### src/rtl/axi_xbar_pkg.sv
// Shared types for the crossbar address-decode stage: address rules, AXI channel structs,
// spill-slice states and the miss-counter width.
package axi_xbar_pkg;

  localparam int unsigned AxiAddrWidth = 32;
  localparam int unsigned AxiDataWidth = 32;
  localparam int unsigned AxiIdWidth   = 4;
  localparam int unsigned MissCntWidth = 16;

  typedef struct packed {
    logic [31:0]             idx;
    logic [AxiAddrWidth-1:0] start_addr;
    logic [AxiAddrWidth-1:0] end_addr;
  } rule_t;

  typedef enum logic [1:0] {
    SpillEmpty = 2'd0,
    SpillOne   = 2'd1,
    SpillTwo   = 2'd2
  } spill_state_e;

  typedef struct packed {
    logic [AxiIdWidth-1:0]   id;
    logic [AxiAddrWidth-1:0] addr;
    logic [7:0]              len;
    logic [2:0]              size;
    logic [1:0]              burst;
  } aw_chan_t;

  typedef struct packed {
    logic [AxiDataWidth-1:0]   data;
    logic [AxiDataWidth/8-1:0] strb;
    logic                      last;
  } w_chan_t;

  typedef struct packed {
    logic [AxiIdWidth-1:0] id;
    logic [1:0]            resp;
  } b_chan_t;

  typedef struct packed {
    logic [AxiIdWidth-1:0]   id;
    logic [AxiAddrWidth-1:0] addr;
    logic [7:0]              len;
    logic [2:0]              size;
    logic [1:0]              burst;
  } ar_chan_t;

  typedef struct packed {
    logic [AxiIdWidth-1:0]   id;
    logic [AxiDataWidth-1:0] data;
    logic [1:0]              resp;
    logic                    last;
  } r_chan_t;

  typedef struct packed {
    aw_chan_t aw;
    logic     aw_valid;
    w_chan_t  w;
    logic     w_valid;
    logic     b_ready;
    ar_chan_t ar;
    logic     ar_valid;
    logic     r_ready;
  } axi_req_t;

  typedef struct packed {
    logic    aw_ready;
    logic    ar_ready;
    logic    w_ready;
    b_chan_t b;
    logic    b_valid;
    r_chan_t r;
    logic    r_valid;
  } axi_resp_t;

  // The error port sits just past the last mapped master port.
  function automatic int unsigned DefaultPortSel(input int unsigned noMstPorts);
    return noMstPorts;
  endfunction

endpackage

### src/rtl/axi_spill_slice.sv
// Two-entry FIFO spill slice with a registered upstream ready, so no combinational
// path exists from ready_i to ready_o.
module axi_spill_slice #(
  parameter type dtype = logic
) (
  input  logic clk_i,
  input  logic rst_ni,
  input  logic valid_i,
  output logic ready_o,
  input  dtype data_i,
  output logic valid_o,
  input  logic ready_i,
  output dtype data_o
);
  import axi_xbar_pkg::*;

  spill_state_e state_q;
  dtype         head_q;
  dtype         spare_q;
  logic         valid_q;
  logic         ready_q;
  logic         push;
  logic         pop;

  assign push = valid_i & ready_q;
  assign pop  = valid_q & ready_i;

  // head_q always holds the oldest beat; spare_q is only occupied in SpillTwo.
  always_ff @(posedge clk_i or negedge rst_ni) begin
    if (!rst_ni) begin
      state_q <= SpillEmpty;
      head_q  <= '0;
      spare_q <= '0;
      valid_q <= 1'b0;
      ready_q <= 1'b1;
    end else begin
      unique case (state_q)
        SpillEmpty: begin
          if (push) begin
            head_q  <= data_i;
            valid_q <= 1'b1;
            state_q <= SpillOne;
          end
        end
        SpillOne: begin
          if (push && pop) begin
            head_q <= data_i;
          end else if (push) begin
            spare_q <= data_i;
            ready_q <= 1'b0;
            state_q <= SpillTwo;
          end else if (pop) begin
            valid_q <= 1'b0;
            state_q <= SpillEmpty;
          end
        end
        SpillTwo: begin
          if (pop) begin
            head_q  <= spare_q;
            ready_q <= 1'b1;
            state_q <= SpillOne;
          end
        end
        default: begin
          valid_q <= 1'b0;
          ready_q <= 1'b1;
          state_q <= SpillEmpty;
        end
      endcase
    end
  end

  assign ready_o = ready_q;
  assign valid_o = valid_q;
  assign data_o  = head_q;

endmodule

### src/rtl/axi_demux_addr_decode.sv
// Address-decode front end of the crossbar demux: AW/AR get a port select and are spilled
// through two-entry slices; W/B/R pass straight through. Define AXI_DECODE_MISS_CNT_EN for miss counters.
module axi_demux_addr_decode #(
  parameter int unsigned NoMstPorts  = 32'd0,
  parameter int unsigned NoAddrRules = 32'd1,
  parameter int unsigned AddrWidth   = 32'd32,
  parameter type axi_req_t  = axi_xbar_pkg::axi_req_t,
  parameter type axi_resp_t = axi_xbar_pkg::axi_resp_t,
  parameter type rule_t     = axi_xbar_pkg::rule_t,
  parameter int unsigned SelectWidth = (NoMstPorts > 32'd0) ? $clog2(NoMstPorts + 1) : 32'd1
) (
  input  logic                          clk_i,
  input  logic                          rst_ni,
  input  logic                          test_i,
  input  rule_t [NoAddrRules-1:0]       addr_map_i,
  input  axi_req_t                      slv_req_i,
  output axi_resp_t                     slv_resp_o,
  output axi_req_t                      mst_req_o,
  input  axi_resp_t                     mst_resp_i,
  output logic [SelectWidth-1:0]        mst_aw_select_o,
  output logic [SelectWidth-1:0]        mst_ar_select_o
`ifdef AXI_DECODE_MISS_CNT_EN
  ,
  output logic [axi_xbar_pkg::MissCntWidth-1:0] aw_miss_cnt_o,
  output logic [axi_xbar_pkg::MissCntWidth-1:0] ar_miss_cnt_o
`endif
);
  import axi_xbar_pkg::*;

  typedef logic [SelectWidth-1:0] select_t;

  localparam select_t DefaultSel = select_t'(DefaultPortSel(NoMstPorts));

  typedef struct packed {
    select_t  sel;
    aw_chan_t chan;
  } aw_beat_t;

  typedef struct packed {
    select_t  sel;
    ar_chan_t chan;
  } ar_beat_t;

  // First matching rule wins; a winner pointing past the mapped ports still lands on the error port.
  function automatic select_t decodeAddr(input logic [AddrWidth-1:0] addr,
                                         input rule_t [NoAddrRules-1:0] addrMap);
    select_t sel;
    logic    hit;
    sel = DefaultSel;
    hit = 1'b0;
    for (int unsigned r = 0; r < NoAddrRules; r++) begin
      if (!hit && (addr >= AddrWidth'(addrMap[r].start_addr)) &&
          (addr < AddrWidth'(addrMap[r].end_addr))) begin
        hit = 1'b1;
        if (addrMap[r].idx < NoMstPorts) begin
          sel = select_t'(addrMap[r].idx);
        end
      end
    end
    return sel;
  endfunction

  aw_beat_t awBeatIn;
  aw_beat_t awBeatOut;
  ar_beat_t arBeatIn;
  ar_beat_t arBeatOut;
  logic     awReady;
  logic     awValid;
  logic     arReady;
  logic     arValid;
  logic     test_unused;

  assign test_unused = test_i;

  always_comb begin
    awBeatIn.sel  = decodeAddr(AddrWidth'(slv_req_i.aw.addr), addr_map_i);
    awBeatIn.chan = slv_req_i.aw;
    arBeatIn.sel  = decodeAddr(AddrWidth'(slv_req_i.ar.addr), addr_map_i);
    arBeatIn.chan = slv_req_i.ar;
  end

  axi_spill_slice #(
    .dtype (aw_beat_t)
  ) i_aw_slice (
    .clk_i   (clk_i),
    .rst_ni  (rst_ni),
    .valid_i (slv_req_i.aw_valid),
    .ready_o (awReady),
    .data_i  (awBeatIn),
    .valid_o (awValid),
    .ready_i (mst_resp_i.aw_ready),
    .data_o  (awBeatOut)
  );

  axi_spill_slice #(
    .dtype (ar_beat_t)
  ) i_ar_slice (
    .clk_i   (clk_i),
    .rst_ni  (rst_ni),
    .valid_i (slv_req_i.ar_valid),
    .ready_o (arReady),
    .data_i  (arBeatIn),
    .valid_o (arValid),
    .ready_i (mst_resp_i.ar_ready),
    .data_o  (arBeatOut)
  );

  always_comb begin
    mst_req_o          = slv_req_i;
    mst_req_o.aw       = awBeatOut.chan;
    mst_req_o.aw_valid = awValid;
    mst_req_o.ar       = arBeatOut.chan;
    mst_req_o.ar_valid = arValid;
    slv_resp_o          = mst_resp_i;
    slv_resp_o.aw_ready = awReady;
    slv_resp_o.ar_ready = arReady;
  end

  assign mst_aw_select_o = awBeatOut.sel;
  assign mst_ar_select_o = arBeatOut.sel;

`ifdef AXI_DECODE_MISS_CNT_EN
  logic [MissCntWidth-1:0] awMissCnt_q;
  logic [MissCntWidth-1:0] awMissCnt_d;
  logic [MissCntWidth-1:0] arMissCnt_q;
  logic [MissCntWidth-1:0] arMissCnt_d;
  logic                    awMiss;
  logic                    arMiss;

  assign awMiss = slv_req_i.aw_valid & awReady & (awBeatIn.sel == DefaultSel);
  assign arMiss = slv_req_i.ar_valid & arReady & (arBeatIn.sel == DefaultSel);

  // Counters saturate instead of wrapping so a stuck-high count stays visible.
  always_comb begin
    awMissCnt_d = awMissCnt_q;
    arMissCnt_d = arMissCnt_q;
    if (awMiss && (awMissCnt_q != '1)) awMissCnt_d = awMissCnt_q + MissCntWidth'(1);
    if (arMiss && (arMissCnt_q != '1)) arMissCnt_d = arMissCnt_q + MissCntWidth'(1);
  end

  always_ff @(posedge clk_i or negedge rst_ni) begin
    if (!rst_ni) begin
      awMissCnt_q <= '0;
      arMissCnt_q <= '0;
    end else begin
      awMissCnt_q <= awMissCnt_d;
      arMissCnt_q <= arMissCnt_d;
    end
  end

  assign aw_miss_cnt_o = awMissCnt_q;
  assign ar_miss_cnt_o = arMissCnt_q;
`endif

endmodule

### config.mk
export PLATFORM = sky130hd
export DESIGN_NAME = axi_demux_addr_decode
export DESIGN_NICKNAME = d
export VERILOG_FILES = /design/src/rtl/axi_xbar_pkg.sv /design/src/rtl/axi_spill_slice.sv /design/src/rtl/axi_demux_addr_decode.sv
export SDC_FILE = /design/constraint.sdc
export NUM_CORES = 1
export LEC_CHECK = 0
export ABC_CLOCK_PERIOD_IN_PS = 3100
export CORE_ASPECT_RATIO = 1.5
export CORE_MARGIN = 1
export CORE_UTILIZATION = 26
export DETAILED_ROUTE_END_ITERATION = 7
export PLACE_DENSITY_LB_ADDON = 0.2
export SLEW_MARGIN = 5
export SYNTH_ARGS = -nofsm -noshare
export SYNTH_HDL_FRONTEND = slang
export SYNTH_HIERARCHICAL = 1
export SYNTH_SLANG_ARGS = --single-unit
### constraint.sdc
create_clock -name clk_i -period 3.1 [get_ports clk_i]
set_clock_uncertainty 0.2 [all_clocks]
set_input_delay 0.62 -clock clk_i [delete_from_list [all_inputs] [get_ports clk_i]]
set_output_delay 0.62 -clock clk_i [all_outputs]
set_load 0.03 [all_outputs]
==> impl_metrics.py, run 1 <==
metrics = {
    "run_status": {
        "status": "completed",
    },
    "drt": {
        "drt_wl_total_mm": 23.8,
        "drt_iter0_drc": 159,
        "wl_per_cell_um": 18.2,
        "drc_errors": 0,
        "viasPerCell": 4.32,
        "route.antenna.remaining_nets": 0,
        "first_pass_iters": 4,
        "vias": 5641,
    },
    "yosys": {
        "avgSynthCellArea_um2": 14.9,
        "seq_area_frac_synth_pct": 52.2,
        "yosysWarnings": 6,
        "synth_cells": 669,
        "synth_area_um2": 9980,
        "synth_cell_types": 26,
        "synth_top_area_cell": "dfrtp_1",
        "synthTopCellsByArea": "dfrtp_1 (52%), mux2_2 (32%), buf_4 (6.9%)",
        "synth_top_area_share_pct": 51.6,
        "synth-seq-cells": 208,
    },
    "power_and_ir_drop": {
        "pwr_density_cell_nw_per_um2": 846,
        "ir_drop_uv": 457,
        "power_w": 0.0107,
        "p_leak_nw": 5.59,
    },
    "die": {
        "die_h_um": 242,
        "num_rows": 87,
        "die_area_um2": 39200,
        "die_w_um": 162,
        "coreArea_um2": 37700,
        "start_util_pct": 26.5,
        "io_pins": 481,
    },
    "worst_setup_path": {
        "worst-path-max-fanout": 5,
        "cp-start-kind": "register",
        "critical_path_buf_inv_count": 1,
        "worstSetupEndpointType": "output port",
        "crit_family": "buffers and inverters",
        "crit_type": "register to output port",
        "cp_cell_sequence": "clkdlybuf4s50_1",
        "arrival_ns": 1.81,
        "worst_path_max_delay_cell": "clkdlybuf4s50_1",
        "cp_data_required_time_ns": 2.28,
        "slowest_delay_ns": 0.73,
    },
    "clock_network": {
        "cts_tree": "done",
        "ctsResizeCount": 0,
        "clock_path_buffers": 3,
        "clock_latency_ns": 0.52,
        "cts_root_buf": "clkbuf_16",
        "cts_made_buffers": 24,
        "htree_levels": 1,
        "clock_sinks": 208,
        "path_clk_slew_ns": 0.06,
    },
    "grt": {
        "gr-usage-met2_pct": 22.0,
        "grt_overflow": 0,
        "grt_max_degree": 64,
        "grt_pass1_wl_mm": 36.7,
        "antenna_found_initial": 0,
        "grt_util_met1_pct": 12.7,
        "grt_use_met3_pct": 2.16,
        "top_usage_layer": "met2",
        "track_usage_pct": 12.1,
        "grt_pass1_vias": 6073,
    },
    "sta": {
        "min_period_ns": 2.63,
        "whs_ns": 0.299,
        "finalWorstSetupSlack_ns": 0.473,
        "final_max_slew_viol_count": 0,
        "grt_setup_unrepaired": "false",
        "period_share_pct": 84.7,
        "worstMarginPinSlew_ns": 0.547,
        "fmax_mhz": 381,
        "finalSetupViolCount": 0,
        "hold_viol": 0,
        "fin_tns_setup_ns": 0,
        "slew_headroom_pct": 63.5,
    },
    "finish": {
        "final_util_pct": 33.7,
        "drive_gt1_share_pct": 44.7,
        "syn2layout_area_growth_pct": 27.3,
        "nets": 1089,
        "n_antenna_cell": 0,
        "nFillCells": 3733,
    },
    "job": {
        "max_cap_violations": 0,
    },
    "placement": {
        "place_hpwl_mm": 15.8,
        "gp_congestion": 0.686,
        "place_worst_setup_slack_ns": 0.376,
        "io_buffers": 207,
    },
    "hold_path": {
        "hold_class": "register to register",
    },
}
[stage by stage]
step,area [um2],instances
after floorplan,9990,672
after global placement,11900,1262
after detailed placement,11900,1262
after CTS,12700,1307
after global routing,12700,1307
final,12700,1307
[where the power goes]
group          internal [W]  total, W  switching, W
clock               0.00172   0.00289       0.00116
sequential          0.00367   0.00412      0.000448
combinational       0.00185   0.00374       0.00189
total               0.00724    0.0107       0.00350
[sequential cells by signal, summed over array words and instances, names as in the netlist]
signal              cells
i_ar_slice/data_o      50
i_ar_slice/spare_q     50
i_aw_slice/data_o      50
i_aw_slice/spare_q     50
i_ar_slice/state_q      2
i_aw_slice/state_q      2
i_ar_slice/ready_o      1
i_ar_slice/valid_o      1
i_aw_slice/ready_o      1
i_aw_slice/valid_o      1
[per-layer routing]
layer	wire length (um)	share of wire, %
met4	1310	5.5
met1	8590	36
met2	12600	53
met5	0	0
met3	1290	5.4
[cells by family (layout without fill, tap and decap cells)]
group | after synthesis | count (layout) | synth area share, %
DFF | 208 | 208 | 52.2
buffers and inverters | 124 | 270 | 10.1
AOI/OAI and AO/OA | 18 | 18 | 1.88
other | 1 | 4 | 0.0376
and+or+nand+nor | 16 | 16 | 1.05
muxes | 302 | 302 | 34.8
[cells in the mapped netlist]
| library cell | instances |
|---|---|
| mux2_2 | 280 |
| and2_1 | 2 |
| a21boi_4 | 2 |
| conb_1 | 1 |
| mux2i_1 | 2 |
| inv_1 | 2 |
| o32ai_4 | 2 |
| o32a_1 | 2 |
| mux2_4 | 20 |
| nand2_1 | 4 |
| nor2_1 | 2 |
| nand2b_1 | 2 |
| o21ai_0 | 4 |
| o22ai_1 | 2 |
| and3b_1 | 2 |
| nor2b_4 | 2 |
| dfrtp_1 | 206 |
| dfstp_2 | 2 |
| buf_8 | 2 |
| buf_6 | 22 |
| buf_2 | 6 |
| nand2_2 | 2 |
| a211o_1 | 2 |
| a21boi_0 | 2 |
| buf_4 | 92 |
| a21oi_1 | 2 |
[worst paths after layout]
check                      slack (ns)  cells past startpoint             startpoint                endpoint
min                              0.30                      1  i_ar_slice/spare_q[5]   i_ar_slice/spare_q[5]
max                              0.47                      1     i_ar_slice/ready_o          slv_resp_o[48]
min reg2reg                      0.30                      1  i_ar_slice/spare_q[5]   i_ar_slice/spare_q[5]
min in group asynchronous        0.44                      2                 rst_ni  i_ar_slice/spare_q[44]
max in group asynchronous        1.52                      3                 rst_ni   i_ar_slice/data_o[23]
max reg2reg                      1.03                      4     i_aw_slice/ready_o   i_aw_slice/data_o[37]
[cell usage in the layout, fill, tap and decap left out, types with 5 or more instances in the layout]
cell type / n
clkbuf_1: 5
dfrtp_1: 206
clkbuf_16: 25
mux2_2: 280
buf_12: 7
clkinv_2: 5
clkdlybuf4s50_1: 206
clkbuf_8: 7
buf_4: 9
mux2_4: 20
[repair_timing]
| item | CTS | global route |
|---|---|---|
| hold endpoints to repair | 54 | 0 |
| setup buffers | 0 | 0 |
| hold buffers | 1 | 0 |
[cell type report]
class	instances	area, um2	share of cell area, %
clock buffer	37	741	5.83
clock inverter	7	63.8	0.502
inverter	2	7.51	0.0591
multi-input combinational	340	3780	29.8
sequential	208	5210	41.0
tap	489	612	4.81
timing repair buffer	224	2290	18.1
No activity file was read; power rests on OpenSTA's default activity.
==> inputs of run 2 (changes only) <==
--- a/config.mk
+++ b/config.mk
@@ -5,7 +5,7 @@
 export SDC_FILE = /design/constraint.sdc
 export NUM_CORES = 1
 export LEC_CHECK = 0
-export ABC_CLOCK_PERIOD_IN_PS = 3100
+export ABC_CLOCK_PERIOD_IN_PS = 2200
 export CORE_ASPECT_RATIO = 1.5
 export CORE_MARGIN = 1
 export CORE_UTILIZATION = 26
==> constraint.sdc (replaced) <==
create_clock -name clk_i -period 2.2 [get_ports clk_i]
set_clock_uncertainty 0.2 [all_clocks]
set_input_delay 0.44 -clock clk_i [delete_from_list [all_inputs] [get_ports clk_i]]
set_output_delay 0.44 -clock clk_i [all_outputs]
set_load 0.03 [all_outputs]
==> run 2 against run 1 <==
Net effect:
- clock power grew 35%
- register-to-register slack lost 0.82 ns
- critical path depth unchanged
- non-clock buffer count rose by 16
- power grew 33%
- final area grew 0.21%
- critical endpoint is now mst_req_o[90]
- highest routed layer unchanged
==> impl_metrics.py, run 2 (synthesis results as in run 1) <==
metrics = {
    "sta": {
        "fin_tns_setup_ns": 0,
        "min_period_ns": 2.11,
        "final_max_slew_viol_count": 0,
        "fmax_mhz": 474,
        "finalSetupViolCount": 0,
        "period_share_pct": 96.0,
        "grt_setup_unrepaired": "false",
        "hold_viol": 0,
    },
    "placement": {
        "placed_area_um2": 12100,
        "dp_cells": 1278,
        "io_buffers": 207,
        "place_hpwl_mm": 16.2,
        "gp_congestion": 0.679,
    },
    "finish": {
        "syn2layout_area_growth_pct": 27.5,
        "layout_commonest_cell": "mux2_2",
        "nets": 1105,
        "nFillCells": 3828,
        "final_util_pct": 33.8,
        "stdcell_area_um2": 12700,
        "layout_common_cells": "mux2_2 (280), dfrtp_1 (206), clkdlybuf4s50_1 (102)",
        "stdcell_count": 1319,
        "drive_gt1_share_pct": 45.2,
        "n_antenna_cell": 0,
    },
    "die": {
        "num_rows": 87,
        "start_util_pct": 26.5,
        "coreArea_um2": 37700,
        "die_h_um": 242,
        "die_area_um2": 39200,
        "io_pins": 481,
        "die_w_um": 162,
    },
    "power_and_ir_drop": {
        "p_switching_w": 0.00481,
        "ir_drop_uv": 618,
        "p_leak_nw": 5.94,
        "pwr_density_cell_nw_per_um2": 1130,
        "clkPwrFrac_pct": 27.3,
        "power_w": 0.0143,
        "pwr-share-seq_pct": 40.2,
        "power.internal_w": 0.00953,
        "swShare_pct": 33.6,
        "p_comb_share_pct": 32.5,
    },
    "worst_setup_path": {
        "cp_cell_sequence": "dlygate4sd2_1",
        "worstSetupEndpointType": "output port",
        "worst-path-max-fanout": 6,
        "cp-start-kind": "register",
        "slowest_delay_ns": 0.48,
        "reg2regPathDepth": 4,
        "cp_num_cells": 1,
        "crit_family": "buffers and inverters",
        "worst_path_max_delay_cell": "dlygate4sd2_1",
        "arrival_ns": 1.47,
        "critical_path_buf_inv_count": 1,
        "cp_data_required_time_ns": 1.56,
        "crit_type": "register to output port",
    },
    "clock_network": {
        "clock_path_buffers": 3,
        "htree_levels": 1,
        "cts_tree": "done",
        "cts_made_buffers": 24,
        "cts_root_buf": "clkbuf_16",
        "clock_latency_ns": 0.52,
        "clock_sinks": 208,
        "path_clk_slew_ns": 0.06,
        "postCtsSetupBuffers": 0,
    },
    "drt": {
        "route.antenna.remaining_nets": 0,
        "drt_wl_total_mm": 23.5,
        "viasPerCell": 4.25,
        "wl_per_cell_um": 17.8,
        "drt_iter0_drc": 98,
        "drc_errors": 0,
        "vias": 5611,
        "first_pass_iters": 2,
    },
    "grt": {
        "grt_overflow": 0,
        "grt_pass1_vias": 6272,
        "antenna_found_initial": 0,
        "grt_max_degree": 51,
        "track_usage_pct": 12.2,
        "grt_pass1_wl_mm": 36.9,
    },
    "hold_path": {
        "hold_class": "input pin to asynchronous set/reset pin",
    },
    "run_status": {
        "status": "completed",
    },
    "job": {
        "max_cap_violations": 0,
    },
}
[run 2: changes by cell type in the layout (fill, tap and decap cells not counted), sizes merged]
| cell | before | now |
|---|---|---|
| buf | 17 | 33 |
| clkbuf | 37 | 39 |
| clkdlybuf4s15 | 0 | 2 |
| clkdlybuf4s50 | 206 | 102 |
| clkinv | 6 | 0 |
| dlygate4sd2 | 0 | 101 |
| dlymetal6s2s | 0 | 1 |
[run 2: layout make-up]
class | count | area [um2] | share of cell area [%]
sequential | 208 | 5210 | 40.9
multi-input combinational | 340 | 3780 | 29.7
timing repair buffer | 240 | 2370 | 18.6
clock buffer | 39 | 728 | 5.72
tap | 489 | 612 | 4.80
clock inverter | 1 | 30.0 | 0.236
inverter | 2 | 7.51 | 0.0590
[run 2: through the flow]
step | setup slack, ns | hold WS (ns)
after floorplan | 0.373 | -0.0556
after global placement | -0.231 | 0.205
after detailed placement | -0.231 | 0.209
after CTS | 0.00123 | 0.224
after global routing | 0.00593 | 0.237
final | 0.0888 | 0.219
[run 2: final timing paths]
| path | from | end | slack (ns) |
|---|---|---|---|
| hold / removal | rst_ni | i_ar_slice/spare_q[49] | 0.22 |
| max in group asynchronous | rst_ni | i_ar_slice/data_o[23] | 0.94 |
| setup / recovery | i_aw_slice/valid_o | mst_req_o[90] | 0.09 |
| setup reg to reg | i_aw_slice/state_q[1] | i_aw_slice/data_o[2] | 0.21 |
| hold reg to reg | i_ar_slice/data_o[20] | i_ar_slice/data_o[20] | 0.30 |
| min in group clk_i | i_ar_slice/data_o[20] | i_ar_slice/data_o[20] | 0.30 |
[run 2: power by group through the flow]
stage	Sequential [W]	Combinational [W]	Clock, W
3_3_place_gp	0.00584	0.00531	0
5_1_grt	0.00596	0.00492	0.00425
2_1_floorplan	0.00751	0.00154	0
4_1_cts	0.00579	0.00475	0.00411
6_report	0.00577	0.00466	0.00391
3_5_place_dp	0.00588	0.00534	0
[run 2: repair_timing]
action | in CTS | in global routing
hold buffers | 1 | 0
endpoints found under the setup margin | 103 | 2
resized for setup | 105 | 2
hold endpoints to repair | 41 | 0
pin swaps | 0 | 0
[run 2: layer usage]
layer	wire (um)	share of wire (%)	vias to the layer above	track usage [%]
met3	1440	6.1	92	2.60
met5	0	0	-	0
met1	8600	37	2813	13.1
met4	1220	5.2	0	7.30
li1	-	-	2553	-
met2	12300	52	153	21.8
